$ cat config.mk
export PLATFORM = sky130hd
export DESIGN_NAME = uart_tx_fifo_flat
export DESIGN_NICKNAME = d
export VERILOG_FILES = /design/src/rtl/uart_tx_fifo_if.sv /design/src/rtl/uart_tx_fifo.sv /design/src/flat_wrapper.sv
export SDC_FILE = /design/constraint.sdc
export NUM_CORES = 1
export LEC_CHECK = 0
export CAP_MARGIN = 25
export CORE_UTILIZATION = 45
export CTS_CLUSTER_DIAMETER = 50
export DETAILED_ROUTE_END_ITERATION = 12
export PLACE_DENSITY_LB_ADDON = 0.2
export SYNTH_ARGS = -nofsm -noshare
export SYNTH_HDL_FRONTEND = slang
export SYNTH_SLANG_ARGS = --single-unit
$ cat constraint.sdc
create_clock -name clk_i -period 2.6 [get_ports clk_i]
set_input_delay 0.52 -clock clk_i [delete_from_list [all_inputs] [get_ports clk_i]]
set_output_delay 0.52 -clock clk_i [all_outputs]
set_load 0.01 [all_outputs]
$ cat src/rtl/uart_tx_fifo_if.sv
// uart_tx_fifo_if: host-side bundle of the queued UART transmitter.
//   master (host) drives : load_i, datai_i, stop2_i, par_en_i, par_odd_i
//   slave  (tx)   drives : busy_o, wip_o, count_o, overrun_o
// Parameters DATA_W / FIFO_AW must match the attached uart_tx_fifo.
interface uart_tx_fifo_if #(
  parameter int DATA_W  = 8,
  parameter int FIFO_AW = 2
);
  logic              load_i;
  logic [DATA_W-1:0] datai_i;
  logic              stop2_i;
  logic              par_en_i;
  logic              par_odd_i;
  logic              busy_o;
  logic              wip_o;
  logic [FIFO_AW:0]  count_o;
  logic              overrun_o;

  modport master (
    output load_i, datai_i, stop2_i, par_en_i, par_odd_i,
    input  busy_o, wip_o, count_o, overrun_o
  );

  modport slave (
    input  load_i, datai_i, stop2_i, par_en_i, par_odd_i,
    output busy_o, wip_o, count_o, overrun_o
  );
endinterface

$ cat src/rtl/uart_tx_fifo.sv
// uart_tx_fifo: RS-232 transmitter with a 2**FIFO_AW-entry write queue.
//   clk_i     single clock
//   reset_i   synchronous reset, active high
//   enable_i  bit-time tick from the baud divider, one cycle wide
//   host      uart_tx_fifo_if.slave: load/data/frame config in,
//             busy/wip/count/overrun status out
//   txd_o     serial output, idle high, registered
// Frame: [idle/stop tick] start, DATA_W bits LSB first, [parity], [stop2].
// Build option: define UART_TX_PARITY_EN to include the parity state;
// without it par_en_i / par_odd_i are ignored.
//
// state    | meaning
// ---------+-----------------------------------------------------------
// ST_IDLE  | line high (stop bit); pops next entry on a tick if queued
// ST_START | drives start bit
// ST_DATA  | shifts out DATA_W bits, LSB first
// ST_PARITY| drives parity bit (UART_TX_PARITY_EN only)
// ST_STOP2 | drives the second stop bit
module uart_tx_fifo #(
  parameter int DATA_W  = 8,
  parameter int FIFO_AW = 2
) (
  input  logic           clk_i,
  input  logic           reset_i,
  input  logic           enable_i,
  uart_tx_fifo_if.slave  host,
  output logic           txd_o
);

  localparam int                 DEPTH    = 2 ** FIFO_AW;
  localparam int                 CNT_W    = FIFO_AW + 1;
  localparam logic [CNT_W-1:0]   DEPTH_C  = CNT_W'(DEPTH);
  localparam logic [3:0]         LAST_BIT = 4'(DATA_W - 1);

  typedef enum logic [2:0] {
    ST_IDLE,
    ST_START,
    ST_DATA,
    ST_STOP2
`ifdef UART_TX_PARITY_EN
    , ST_PARITY
`endif
  } state_t;

  state_t              state_q, state_d;
  logic                txd_q, txd_d;
  logic [DATA_W-1:0]   shift_q, shift_d;
  logic [3:0]          bit_cnt_q, bit_cnt_d;
  logic                stop2_lat_q, stop2_lat_d;
  logic [FIFO_AW-1:0]  wr_ptr_q, wr_ptr_d;
  logic [FIFO_AW-1:0]  rd_ptr_q, rd_ptr_d;
  logic [CNT_W-1:0]    count_q, count_d;
  logic                busy_q, busy_d;
  logic                overrun_q, overrun_d;
  logic [DATA_W-1:0]   mem_q [DEPTH];
  logic [DATA_W-1:0]   mem_d [DEPTH];
  logic                push, pop, full;

`ifdef UART_TX_PARITY_EN
  logic par_acc_q, par_acc_d;
  logic par_en_lat_q, par_en_lat_d;
  logic par_odd_lat_q, par_odd_lat_d;
`else
  logic unused_par;
  assign unused_par = host.par_en_i ^ host.par_odd_i;
`endif

  always_comb begin
    full = (count_q == DEPTH_C);
    pop  = enable_i && (state_q == ST_IDLE) && (count_q != '0);
    // a pop in the same cycle frees the slot, so a full FIFO still accepts
    push = host.load_i && (!full || pop);

    mem_d       = mem_q;
    wr_ptr_d    = wr_ptr_q;
    rd_ptr_d    = rd_ptr_q;
    count_d     = count_q;
    state_d     = state_q;
    txd_d       = txd_q;
    shift_d     = shift_q;
    bit_cnt_d   = bit_cnt_q;
    stop2_lat_d = stop2_lat_q;
`ifdef UART_TX_PARITY_EN
    par_acc_d     = par_acc_q;
    par_en_lat_d  = par_en_lat_q;
    par_odd_lat_d = par_odd_lat_q;
`endif

    if (push) begin
      mem_d[wr_ptr_q] = host.datai_i;
      wr_ptr_d        = wr_ptr_q + 1'b1;
    end
    if (pop) begin
      rd_ptr_d = rd_ptr_q + 1'b1;
    end
    case ({push, pop})
      2'b10:   count_d = count_q + CNT_W'(1);
      2'b01:   count_d = count_q - CNT_W'(1);
      default: count_d = count_q;
    endcase
    busy_d    = (count_d == DEPTH_C);
    overrun_d = host.load_i && !push;

    if (enable_i) begin
      case (state_q)
        ST_IDLE: begin
          txd_d = 1'b1;
          if (pop) begin
            shift_d     = mem_q[rd_ptr_q];
            stop2_lat_d = host.stop2_i;
`ifdef UART_TX_PARITY_EN
            par_en_lat_d  = host.par_en_i;
            par_odd_lat_d = host.par_odd_i;
            par_acc_d     = 1'b0;
`endif
            state_d = ST_START;
          end
        end
        ST_START: begin
          txd_d     = 1'b0;
          bit_cnt_d = '0;
          state_d   = ST_DATA;
        end
        ST_DATA: begin
          txd_d     = shift_q[0];
          shift_d   = shift_q >> 1;
          bit_cnt_d = bit_cnt_q + 4'd1;
`ifdef UART_TX_PARITY_EN
          par_acc_d = par_acc_q ^ shift_q[0];
`endif
          if (bit_cnt_q == LAST_BIT) begin
`ifdef UART_TX_PARITY_EN
            if (par_en_lat_q)     state_d = ST_PARITY;
            else if (stop2_lat_q) state_d = ST_STOP2;
            else                  state_d = ST_IDLE;
`else
            state_d = stop2_lat_q ? ST_STOP2 : ST_IDLE;
`endif
          end
        end
`ifdef UART_TX_PARITY_EN
        ST_PARITY: begin
          txd_d   = par_acc_q ^ par_odd_lat_q;
          state_d = stop2_lat_q ? ST_STOP2 : ST_IDLE;
        end
`endif
        ST_STOP2: begin
          txd_d   = 1'b1;
          state_d = ST_IDLE;
        end
        default: begin
          txd_d   = 1'b1;
          state_d = ST_IDLE;
        end
      endcase
    end
  end

  always_ff @(posedge clk_i) begin
    // storage carries no reset; pointers and count define what is valid
    mem_q <= mem_d;
    if (reset_i) begin
      state_q     <= ST_IDLE;
      txd_q       <= 1'b1;
      shift_q     <= '0;
      bit_cnt_q   <= '0;
      stop2_lat_q <= 1'b0;
      wr_ptr_q    <= '0;
      rd_ptr_q    <= '0;
      count_q     <= '0;
      busy_q      <= 1'b0;
      overrun_q   <= 1'b0;
`ifdef UART_TX_PARITY_EN
      par_acc_q     <= 1'b0;
      par_en_lat_q  <= 1'b0;
      par_odd_lat_q <= 1'b0;
`endif
    end else begin
      state_q     <= state_d;
      txd_q       <= txd_d;
      shift_q     <= shift_d;
      bit_cnt_q   <= bit_cnt_d;
      stop2_lat_q <= stop2_lat_d;
      wr_ptr_q    <= wr_ptr_d;
      rd_ptr_q    <= rd_ptr_d;
      count_q     <= count_d;
      busy_q      <= busy_d;
      overrun_q   <= overrun_d;
`ifdef UART_TX_PARITY_EN
      par_acc_q     <= par_acc_d;
      par_en_lat_q  <= par_en_lat_d;
      par_odd_lat_q <= par_odd_lat_d;
`endif
    end
  end

  assign txd_o          = txd_q;
  assign host.busy_o    = busy_q;
  assign host.count_o   = count_q;
  assign host.overrun_o = overrun_q;
  assign host.wip_o     = (count_q != '0) || (state_q != ST_IDLE);

endmodule

$ cat src/flat_wrapper.sv
// flat-port wrapper written by rule: the top's interface ports become plain ports
module uart_tx_fifo_flat 
#(
  parameter int DATA_W  = 8,
  parameter int FIFO_AW = 2
)
  (clk_i, reset_i, enable_i, txd_o, host_load_i, host_datai_i, host_stop2_i, host_par_en_i, host_par_odd_i, host_busy_o, host_wip_o, host_count_o, host_overrun_o);
  uart_tx_fifo_if #(.DATA_W(DATA_W), .FIFO_AW(FIFO_AW)) host_i ();
  input  logic clk_i;
  input  logic reset_i;
  input  logic enable_i;
  output logic txd_o;
  input wire logic [$bits(host_i.load_i)-1:0] host_load_i;
  input wire logic [$bits(host_i.datai_i)-1:0] host_datai_i;
  input wire logic [$bits(host_i.stop2_i)-1:0] host_stop2_i;
  input wire logic [$bits(host_i.par_en_i)-1:0] host_par_en_i;
  input wire logic [$bits(host_i.par_odd_i)-1:0] host_par_odd_i;
  output wire logic [$bits(host_i.busy_o)-1:0] host_busy_o;
  output wire logic [$bits(host_i.wip_o)-1:0] host_wip_o;
  output wire logic [$bits(host_i.count_o)-1:0] host_count_o;
  output wire logic [$bits(host_i.overrun_o)-1:0] host_overrun_o;
  assign host_i.load_i = host_load_i;
  assign host_i.datai_i = host_datai_i;
  assign host_i.stop2_i = host_stop2_i;
  assign host_i.par_en_i = host_par_en_i;
  assign host_i.par_odd_i = host_par_odd_i;
  assign host_busy_o = host_i.busy_o;
  assign host_wip_o = host_i.wip_o;
  assign host_count_o = host_i.count_o;
  assign host_overrun_o = host_i.overrun_o;
  uart_tx_fifo #(.DATA_W(DATA_W), .FIFO_AW(FIFO_AW)) u_core (.clk_i(clk_i), .reset_i(reset_i), .enable_i(enable_i), .host(host_i), .txd_o(txd_o));
endmodule
==> run_results.csv <==
group,metric,value,unit
grt,antenna_found_initial,0,
routing,drt-initial-drc-count,50,
setup_path,slowest_delay,490,ps
setup_path,startpoint_type,"flip-flop",
setup_path,path_depth,4,
timing,drv_slew,0,
power,seq_power_share,41.0,%
grt,grtUsageTotal,17.5,%
setup_path,r2r-end,"u_core.host.busy_o",
setup_path,critPathKind,"flip-flop to output port",
timing,tightest_slew,592,ps
routing,drt-wirelength-per-cell,15.6,um
timing,finalSetupViolCount,0,
routing,drt-pass1-iter-count,4,
setup_path,crit_slowest_cell,"clkdlybuf4s50_1",
grt,gr-total-overflow,0,
power,peakVddDrop,0.499,mV
routing,drc,0,
floorplan,die_w,77.3,um
power,powerDensity,985,nW/um^2
routing,finalWirelength,4.60,mm
synth,synth_edf_count,32,
setup_path,worst-r2r-cell-count,11,
floorplan,ios,22,
setup_path,crit_required,2080,ps
clock_tree,cts_buffer_depth,2,
timing,max_freq,0.402,GHz
power,leakage,1.12,nW
clock_tree,cts_sinks,57,
power,switchingPower,952,uW
timing,clock_skew,9.76,ps
synth,synth.avg_cell_area,13.4,sq um
clock_tree,clkTransAtPathRegs,60,ps
floorplan,core,5470,sq um
synth,ys_types,41,
setup_path,cp_max_fo,5,
power,p_comb_share,33.5,%
setup_path,regToRegSetupSlack,170,ps
timing,timing.max_slew.rel_slack,60.5,%
timing,fin_crit_sh,95.8,%
grt,grt_pass1_vias,1585,
timing,layout_min_cycle_time,2490,ps
run,drv_cap,0,
synth,yosysSeqAreaShare,57.3,%
worst_hold_path,hp-class,"flip-flop to flip-flop",
power,intPower,2.04,mW
layout,area_growth,19.1,%
synth,synth-seq-cells,57,
timing,rsz0062_at_grt,"no",
synth,synth_nets,216,
layout,final_cells,295,
layout,drive_gt1_share,22.0,%
setup_path,crit_buf_inv,2,
setup_path,cp-end-kind,"output port",
layout,diodes,0,
floorplan,die_y,77.3,um
synth,async_flop_share,0,%
grt,grt_max_degree,31,
clock_tree,root_buffer,"clkbuf_8",
clock_tree,cts_tree,"built",
clock_tree,cts_hold_buf,0,
setup_path,r2r-start,"u_core.state_q[0]",
routing,routed-via-count,1542,
synth,syn_inst,190,
synth,syn_area,2550,sq um
power,pwr-share-clk,25.6,%
power,switching_share,31.8,%
grt,grtUsageMet1,20.5,%
setup_path,endpoint,"host_wip_o",
placed_design,globalplace.congestion,0.653,
setup_path,critPathLaunch,"u_core.state_q[0]",
floorplan,die_area,5970,sq um
power,total_power,2.99,mW
placed_design,dp_cells,278,
placed_design,post-dp-hpwl,3.19,mm
setup_path,crit_arrival,1970,ps
routing,vias_per_cell,5.23,
grt,grt_util_met3,4.05,%
floorplan,initial_utilization,46.6,%
clock_tree,clk_latency,330,ps
timing,layout_setup_ws,110,ps
clock_tree,htree_levels,3,
synth,synth_ff_type,"edfxtp_1",
grt,grt_pass1_wl,7.73,mm
placed_design,post-place-ws,-125,ps
routing,antenna_left,0,
layout,fin_nets,244,
timing,hold_viol_final,0,
grt,grtUsageMet2,28.9,%
setup_path,worstPathCellList,"inv_1 > ha_4 > or4b_4 > clkdlybuf4s50_1",
synth,ys_warn_count,0,
floorplan,placementRows,27,
status,status,"completed",
placed_design,numPortBuffers,19,
timing,final.setup.tns,0,ps
clock_tree,cts_buffers,9,
grt,busiest_layer,"met2",
setup_path,cp_top_family,"buffers and inverters",
==> per-layer routing <==
layer,share of wire (%),wire length [um]
met5,0,0
met3,3.0,136
met2,51,2360
met1,44,2020
met4,1.7,80
==> Yosys cell counts (4+ instances only) <==
cell	number	area, sq um
a211oi_2	7	87.6
a21oi_1	16	80.1
and2_1	4	25.0
dfxtp_1	25	500
edfxtp_1	32	961
ha_1	10	125
inv_1	11	41.3
mux2i_1	10	100
mux4_2	8	180
nand2_1	4	15.0
nand2b_1	5	31.3
nor2_1	11	41.3
o21ai_0	4	20.0
==> cell type report <==
cell class	count	area (sq um)
Clock buffer	12	165
Clock inverter	4	26.3
Fill cell	470	2430
Inverter	12	45.0
Multi-Input combinational cell	112	1000
Sequential cell	57	1460
Tap cell	72	90.1
Timing Repair Buffer	26	243
==> sequential cells by signal, summed over array words and instances (netlist names) <==
signal / flops
u_core.bit_cnt_q: 4
u_core.stop2_lat_q: 1
u_core.shift_q: 8
u_core.wr_ptr_q: 2
u_core.host.count_o: 3
u_core.mem_q: 32
u_core.state_q: 2
u_core.host.overrun_o: 1
u_core.host.busy_o: 1
u_core.txd_o: 1
u_core.rd_ptr_q: 2
==> how the worst min path moves through the flow <==
stage / from / endpoint / slack [ps] / depth (start not counted)
3_5_place_dp: u_core.bit_cnt_q[1] / u_core.bit_cnt_q[1] / 480 / 2
3_3_place_gp: u_core.bit_cnt_q[1] / u_core.bit_cnt_q[1] / 460 / 2
5_1_grt: u_core.bit_cnt_q[1] / u_core.bit_cnt_q[1] / 520 / 2
2_1_floorplan: u_core.bit_cnt_q[1] / u_core.bit_cnt_q[1] / 450 / 2
4_1_cts: u_core.bit_cnt_q[1] / u_core.bit_cnt_q[1] / 490 / 2
6_report: u_core.bit_cnt_q[1] / u_core.bit_cnt_q[1] / 490 / 2
==> power groups by stage <==
| stage | clock, mW | sequential, mW | combinational, mW |
|---|---|---|---|
| detailed placement | 0 | 1.25 | 0.957 |
| global placement | 0 | 1.24 | 0.916 |
| CTS | 0.778 | 1.23 | 0.987 |
| finish | 0.765 | 1.23 | 1.00 |
| floorplan | 0 | 1.19 | 0.770 |
| global route | 0.819 | 1.25 | 1.11 |
==> repair_timing <==
action / CTS / global route
buffers inserted: 1 / 0
resized for setup: 0 / 4
endpoints found under the hold margin: 0 / 0
setup endpoints to repair: 1 / 2
==> through the flow <==
stage / hold WS, ps / util (%) / instance area, sq um
6_report: 489 / 55.5 / 3040
5_1_grt: 518 / 55.5 / 3040
4_1_cts: 487 / 55.2 / 3020
3_5_place_dp: 479 / 51.6 / 2820
3_3_place_gp: 460 / 51.6 / 2820
2_1_floorplan: 449 / - / 2550
==> layout by cell type (no fill, tap or decap), types with 3 or more instances in the layout <==
cell / n
ha_1: 9
mux2i_1: 10
nand2b_1: 5
a211oi_2: 7
and2_1: 4
edfxtp_1: 32
nand2_1: 4
mux4_2: 8
dfxtp_1: 23
buf_4: 7
o21ai_0: 4
inv_1: 11
clkdlybuf4s50_1: 19
a21oi_1: 16
clkbuf_8: 12
nand3b_1: 3
nor2_1: 11
nor2b_1: 3
nor3_1: 3
==> cell families (layout without fill, tap and decap cells) <==
group	Yosys count	after routing	share of synthesized area [%]
and+or+nand+nor	43	43	9.61
buffers and inverters	21	54	3.83
muxes	21	21	12.6
DFF	57	57	57.3
adders and majority gates	11	11	5.69
xor gates and xnor gates	3	3	1.03
AOI/OAI and AO/OA	34	34	9.96
==> worst reg2reg max path, stage by stage, from the launching register on <==
cell	delay, ps
dfxtp_2	360
inv_1	110
ha_4	200
nand2_1	80
a31oi_1	120
inv_1	80
ha_1	160
inv_1	50
fa_1	390
xor2_1	170
or3_1	360
a221oi_1	280
Power figures use the tool's default switching activity.
